**config.mk**
```make
export PLATFORM = sky130hd
export DESIGN_NAME = cordic_cmd_feeder
export DESIGN_NICKNAME = d
export VERILOG_FILES = /design/src/rtl/cordic_pkg.sv /design/src/rtl/cordic_cmd_fifo_mem.sv /design/src/rtl/cordic_cmd_feeder.sv
export SDC_FILE = /design/constraint.sdc
export NUM_CORES = 1
export LEC_CHECK = 0
export BUFFER_PORTS_ARGS = -buffer_cell sky130_fd_sc_hd__clkbuf_2
export CAP_MARGIN = 15
export CORE_ASPECT_RATIO = 0.7
export CORE_MARGIN = 1.5
export CORE_UTILIZATION = 56
export DETAILED_ROUTE_END_ITERATION = 12
export PLACE_DENSITY = 0.8
export SYNTH_ARGS = -nofsm -noshare
export SYNTH_HDL_FRONTEND = slang
export SYNTH_SLANG_ARGS = --single-unit
```
**constraint.sdc**
```tcl
create_clock -name clk -period 4.9 [get_ports clk]
set_input_delay 0.245 -clock clk [delete_from_list [all_inputs] [get_ports clk]]
set_output_delay 0.245 -clock clk [all_outputs]
set_load 0.005 [all_outputs]
```
**src/rtl/cordic_pkg.sv**
```systemverilog
// Shared types and constants for the CORDIC command path (feeder and engine).
package cordic_pkg;
  localparam int IO_BW_DEF  = 32;
  localparam int MODE_W_DEF = 3;

  typedef struct packed {
    logic [IO_BW_DEF-1:0]  phase;
    logic [MODE_W_DEF-1:0] mode;
  } cmd_t;

  localparam logic [MODE_W_DEF-1:0] MODE_CIRC_ROT = 3'd0;
  localparam logic [MODE_W_DEF-1:0] MODE_CIRC_VEC = 3'd1;
  localparam logic [MODE_W_DEF-1:0] MODE_LIN_ROT  = 3'd2;
  localparam logic [MODE_W_DEF-1:0] MODE_LIN_VEC  = 3'd3;
  localparam logic [MODE_W_DEF-1:0] MODE_HYP_ROT  = 3'd4;
endpackage

```
**src/rtl/cordic_cmd_fifo_mem.sv**
```systemverilog
// Command FIFO storage: one registered write port, combinational head read.
module cordic_cmd_fifo_mem #(
  parameter int W     = 35,
  parameter int DEPTH = 8,
  parameter int AW    = $clog2(DEPTH)
) (
  input  logic          clk,
  input  logic          we_i,
  input  logic [AW-1:0] waddr_i,
  input  logic [W-1:0]  wdata_i,
  input  logic [AW-1:0] raddr_i,
  output logic [W-1:0]  rdata_o
);
  logic [W-1:0] mem_q [DEPTH];

  always_ff @(posedge clk) begin
    if (we_i) mem_q[waddr_i] <= wdata_i;
  end

  assign rdata_o = mem_q[raddr_i];
endmodule

```
**src/rtl/cordic_cmd_feeder.sv**
```systemverilog
// Buffers host {phase, mode} commands and presents them to the CORDIC engine,
// freezing the presented command while the engine stalls.
module cordic_cmd_feeder
  import cordic_pkg::*;
#(
  parameter int IO_BW  = IO_BW_DEF,
  parameter int MODE_W = MODE_W_DEF,
  parameter int DEPTH  = 8,
  parameter int CNT_W  = 16
) (
  input  logic                       clk,
  input  logic                       rst_n,
  input  logic                       wr_en,
  input  logic [IO_BW-1:0]           wr_phase,
  input  logic [MODE_W-1:0]          wr_mode,
  output logic                       full,
  input  logic                       flush,
  input  logic                       pop,
  output logic [IO_BW-1:0]           phase,
  output logic [MODE_W-1:0]          mode,
  output logic                       valid_in,
  output logic [$clog2(DEPTH):0]     level,
  output logic                       overflow,
  output logic [CNT_W-1:0]           issued_cnt
);
  localparam int AW = $clog2(DEPTH);
  localparam int LW = AW + 1;
  localparam int CW = IO_BW + MODE_W;

  logic [AW-1:0]     wptr_q, wptr_d, rptr_q, rptr_d;
  logic [LW-1:0]     level_q, level_d;
  logic              full_q, full_d, ovf_q, ovf_d, valid_q, valid_d;
  logic [IO_BW-1:0]  phase_q, phase_d;
  logic [MODE_W-1:0] mode_q, mode_d;
  logic [CNT_W-1:0]  cnt_q, cnt_d;
  logic [CW-1:0]     head;
  logic              push, rd, nonempty;

  // full is the registered flag, so a push at level==DEPTH is refused even
  // when a read frees a slot on the same edge.
  assign nonempty = (level_q != '0);
  assign push     = wr_en && !full_q && !flush;
  assign rd       = !pop && nonempty && !flush;

  cordic_cmd_fifo_mem #(.W(CW), .DEPTH(DEPTH), .AW(AW)) u_mem (
    .clk     (clk),
    .we_i    (push),
    .waddr_i (wptr_q),
    .wdata_i ({wr_phase, wr_mode}),
    .raddr_i (rptr_q),
    .rdata_o (head)
  );

  always_comb begin
    wptr_d  = push ? wptr_q + 1'b1 : wptr_q;
    rptr_d  = rd ? rptr_q + 1'b1 : rptr_q;
    level_d = level_q + LW'(push) - LW'(rd);
    ovf_d   = ovf_q | (wr_en & full_q);
    cnt_d   = cnt_q + CNT_W'(valid_q & ~pop);
    valid_d = valid_q;
    phase_d = phase_q;
    mode_d  = mode_q;
    if (!pop) begin
      valid_d = nonempty;
      if (nonempty) {phase_d, mode_d} = head;
    end
    if (flush) begin
      wptr_d  = '0;
      rptr_d  = '0;
      level_d = '0;
      valid_d = 1'b0;
      phase_d = '0;
      mode_d  = '0;
    end
    full_d = (level_d == LW'(DEPTH));
  end

  always_ff @(posedge clk) begin
    if (!rst_n) begin
      wptr_q  <= '0;
      rptr_q  <= '0;
      level_q <= '0;
      full_q  <= 1'b0;
      ovf_q   <= 1'b0;
      valid_q <= 1'b0;
      phase_q <= '0;
      mode_q  <= '0;
      cnt_q   <= '0;
    end else begin
      wptr_q  <= wptr_d;
      rptr_q  <= rptr_d;
      level_q <= level_d;
      full_q  <= full_d;
      ovf_q   <= ovf_d;
      valid_q <= valid_d;
      phase_q <= phase_d;
      mode_q  <= mode_d;
      cnt_q   <= cnt_d;
    end
  end

  assign full       = full_q;
  assign overflow   = ovf_q;
  assign valid_in   = valid_q;
  assign phase      = phase_q;
  assign mode       = mode_q;
  assign level      = level_q;
  assign issued_cnt = cnt_q;
endmodule

```
Yosys cells after proc, flatten, opt, wreduce, memory -nomap -nowiden
Memory sizes are Yosys's and may differ from the RTL's. A register that Yosys moved wholly into a read port is not among the register bits.
Index checks and enable logic that the tools add are counted.
- bits in read-only memories: 0
- memories: 1
- bits in latches: 0
- word-level logic and storage cells: 33
- input bits: 40
- memory bits (writable): 280
- output and inout port bits: 58
- bits in registers: 29
- memory list (name ; words ; bits a word ; read ports ; clocked after Yosys merged registers in ; write ports ; RTL line ; text):
    u_mem.mem_q ; 8 ; 35 ; 1 ; 1 ; 1 ; cordic_cmd_fifo_mem.sv:14 ; logic [W-1:0] mem_q [DEPTH];
- $lt $le $gt $ge: 0
- divide/modulo/power cells: 0
- shift-type cells: 0
- reduce and logical (&&, ||, !) cells: 10
- multiply operators: 0
- muxes and demuxes: 3
- add/sub/neg operators: 5
- equality and inequality tests: 1
- bitwise logic cells: 6
- operator list (operator ; number):
    $add 16x16->16 ; 1
    $and 1x16->16 ; 1
    $not 1->16 ; 1
    $add 3x1->3 const B ; 2
    $add 4x1->4 ; 1
    $eq 4x4->1 const B ; 1
    $logic_and 1x1->1 ; 4
    $mux 4 ; 1
    $reduce_bool 4->1 ; 1
    $sub 4x1->4 ; 1
    $logic_not 1->1 ; 3
    $mux 1 ; 2
    $not 1->1 ; 2
    $reduce_and 2->1 ; 1
    $reduce_or 2->1 ; 1
    $and 1x1->1 ; 1
    $or 1x1->1 ; 1

Depth between registers and ports, before layout
- depth in word-level cells: 7
- depth in mapped cells: 13
- depth with buffers taken out: 11

Modules after synthesis
From an unflattened synthesis, not the netlist that was laid out.
- cells, all modules: 730
- area total of the unflattened synthesis: 13550.5 µm²
- modules (own cells, without submodules) (module ; times used ; cells each ; area an instance (µm²) ; sequential area each (µm²)):
    cordic_cmd_fifo_mem ; 1 ; 418 ; 10835.4 ; 8408.1
    cordic_cmd_feeder ; 1 ; 312 ; 2715.1 ; 1281.2

Worst setup path before layout
Ideal clock, no wire load.
- kind: reg2reg
- from: reg full_q (netlist: full)
- to: mem u_mem.mem_q[1][0], enable pin
- stages on the path, launching flop included: 4
- setup time: 471 ps
- clock period less this slack: 3705 ps
- data arrival time: 3234 ps
- data required time: 4429 ps
- setup slack: 1195 ps
- buffers on the path: 0
- cell sequence: dfxtp_1 nor3b_1 nand2_1 nor3_1
- word-level cells in the longest chain between the ends: 5
- ends and longest elaborated chain (what ; RTL line ; text):
    from (decl) ; cordic_cmd_feeder.sv:32 ; logic full_q, full_d, ovf_q, ovf_d, valid_q, valid_d;
    from (signal assigned) ; cordic_cmd_feeder.sv:93 ; full_q <= full_d;
    $logic_not 1->1 ; cordic_cmd_feeder.sv:42 ; assign push = wr_en && !full_q && !flush;
    $logic_and 1x1->1 (2 in a row) ; cordic_cmd_feeder.sv:42 ;
    $mux 1 ; cordic_cmd_fifo_mem.sv:17 ; if (we_i) mem_q[waddr_i] <= wdata_i;
    $mux 1 (not written as such) ; cordic_cmd_fifo_mem.sv:17 ;
    to (decl) ; cordic_cmd_fifo_mem.sv:14 ;
No other way between the ends.

==> flow_summary.ini <==
[cts]
tritoncts = built
cts-root-buf = clkbuf_16
cts.path.max_buffers = 3
clk_pin_slew_ns = 0.07
numCtsBuffers = 31
clk_latency_ns = 0.57
postCtsSetupBuffers = 0
cts-resized-gates = 0
htree_levels = 1
cts_sinks = 344

[global_routing]
gr-total-overflow = 0
grt_pass1_vias = 7229
grt_pass1_wl_mm = 41.5
track_usage_pct = 22.8
antenna_found_initial = 0
grt_max_degree = 50

[synthesis]
synth_area_per_cell_um2 = 17.2
synthCells = 758
syn_nets = 808
ys_ff_latch = 344
synth_top_area_share_pct = 64.5
ys_warn_count = 0
synth_area_um2 = 13000
ys_seq_area_share_pct = 74.3
async_flop_share_pct = 0
yosysTopAreaCell = edfxtp_1
synth.distinct_cells = 39
synthTopCellsByArea = edfxtp_1 (64%), dfxtp_1 (9.8%), mux4_2 (5.7%)
synth_edf_count = 280
synth-main-ff-cell = edfxtp_1

[sta]
worst_slew_pin_slew_ns = 1.01
hold_violations = 0
relSlewSlack_pct = 32.5
timing.hold.ws_ns = 0.0208
min_period_over_period_pct = 57.8
fin_ws_ns = 2.07
fmax_mhz = 353
fin_skew_ns = 0.0116
final-setup-viol-count = 0
setup_tns_ns = 0
rsz0062_at_grt = no
fin_crit_ns = 2.83
drv_slew = 0

[route]
routed_via_density = 5.81
drt_iter0_markers = 613
ant_nets = 0
drt_drc_violations_left = 0
num_vias = 7164
dr.pass1.iters = 5
drt_wl_total_mm = 26.7
wire_per_inst_um = 21.7

[layout]
fin_cells = 1232
n_antenna_cell = 0
syn_to_final_growth_pct = 16.6
layout.nets = 948
regArea_um2 = 9700
layout_common_cells = edfxtp_1 (280), clkbuf_2 (97), mux2i_1 (74)
layout_commonest_cell = edfxtp_1
final_layout_size_suffix_gt1_share_pct = 21.6
multi_input_area_um2 = 3130
fillCellCount = 1531

[floorplanning]
io_pins = 98
initial_utilization_pct = 57.4
chipWidth_um = 185
row_count = 46
fp.coreArea_um2 = 22700
die_h_um = 131
die_area_um2 = 24200

[worst_setup_path]
crit_start = rptr_q[1]$_SDFFE_PP0P_
path_max_fanout = 39
r2r-start = rptr_q[1]$_SDFFE_PP0P_
cp-start-kind = flop
endpoint_kind = flop
cp.arrival_ns = 3.27
cp.required_ns = 5.33
crit_type = reg -> reg

[placed_design]
gp_congestion = 0.728
portBuffers = 97
pre_cts_slack_ns = 2.09
dpl.hpwl_mm = 15.2
dp_cells = 1141

[power]
leakage_nw = 5.00
power_density_nw_per_um2 = 379
peakVddDrop_mv = 0.284
total_power_mw = 5.76

[worst_hold_path]
min-delay-start = wr_phase[28]
hold_path.class = in -> reg

[status]
status = complete, no violations

[run]
drv_cap = 0
power by group:
| part | internal, mW | switching, mW |
|---|---|---|
| Sequential | 3.19 | 0.0216 |
| Clock | 1.29 | 1.01 |
| Combinational | 0.100 | 0.146 |
area by class of cell:
cell class,instances,area share [%]
sequential,344,63.8
multi-input combinational,363,20.6
timing repair buffer,149,6.65
clock buffer,44,5.49
tap,312,2.57
clock inverter,11,0.732
inverter,9,0.222
cells in the mapped netlist (all sizes together), types with 4 or more instances:
cell type    n
clkbuf      18
edfxtp     280
nand4        4
and2        12
a21oi        5
mux2i       74
nand3        4
o22ai       35
mux4        35
inv          9
xnor2       10
ha           9
a211oi      35
buf         24
xor2         6
nor3        40
dfxtp       64
nand2       13
nand2b       8
nor2        54
worst max-delay path: stages (launching register included):
cell and delay (ns):
dfxtp_2 0.96, nand2b_1 0.87, buf_4 0.38, o22ai_1 0.13, a211oi_1 0.28, nor3_1 0.08
per-layer routing:
metal  up-vias  part of all wire [%]  global-route usage [%]  routed length, um
li1       3237                     -                       -                  -
met1      3650                    45                    32.9              12000
met2       237                    48                    37.4              12800
met3        40                   5.6                    3.49               1490
met4         0                   1.5                    4.73                397
met5         -                     0                       0                  0
cells by family (layout without fill, tap and decap cells):
family / after synthesis / after routing / synth area share [%]
DFF: 344 / 344 / 74.3
and+or+nand+nor: 147 / 147 / 5.39
muxes: 109 / 109 / 11.8
AOI/OAI and AO/OA: 81 / 81 / 4.24
buffers and inverters: 51 / 213 / 2.22
xor gates and xnor gates: 16 / 16 / 1.07
adders and majority gates: 10 / 10 / 1.02
worst paths after layout:
path                                                endpoint  slack [ns]  depth (start not counted)
worst max-delay path                   phase[3]$_SDFFE_PP0N_        2.07                          5
worst min-delay path            u_mem.mem_q[6][31]$_DFFE_PP_        0.02                          1
worst max register to register         phase[3]$_SDFFE_PP0N_        2.07                          5
worst min register to register     issued_cnt[15]$_SDFF_PN0_        0.48                          2
what timing repair did:
item | 4_1_cts | 5_1_grt
hold buffers | 36 | 0
hold endpoints to repair | 274 | 0
endpoints found under the setup margin | 0 | 0
through the flow:
step | utilization [%] | instance area (um2)
after floorplan | - | 13000
after global placement | 60.9 | 13900
after detailed placement | 61.1 | 13900
after CTS | 66.9 | 15200
after global routing | 66.9 | 15200
final | 66.9 | 15200
registers in the layout, indices dropped and copies added, names as in the netlist:
| register | flops |
|---|---|
| wptr_q | 3 |
| rptr_q | 3 |
| u_mem.mem_q | 280 |
| full | 1 |
| level | 4 |
| phase | 32 |
| valid_in | 1 |
| issued_cnt | 16 |
| overflow | 1 |
| mode | 3 |
(Power assumes the default switching activity.)
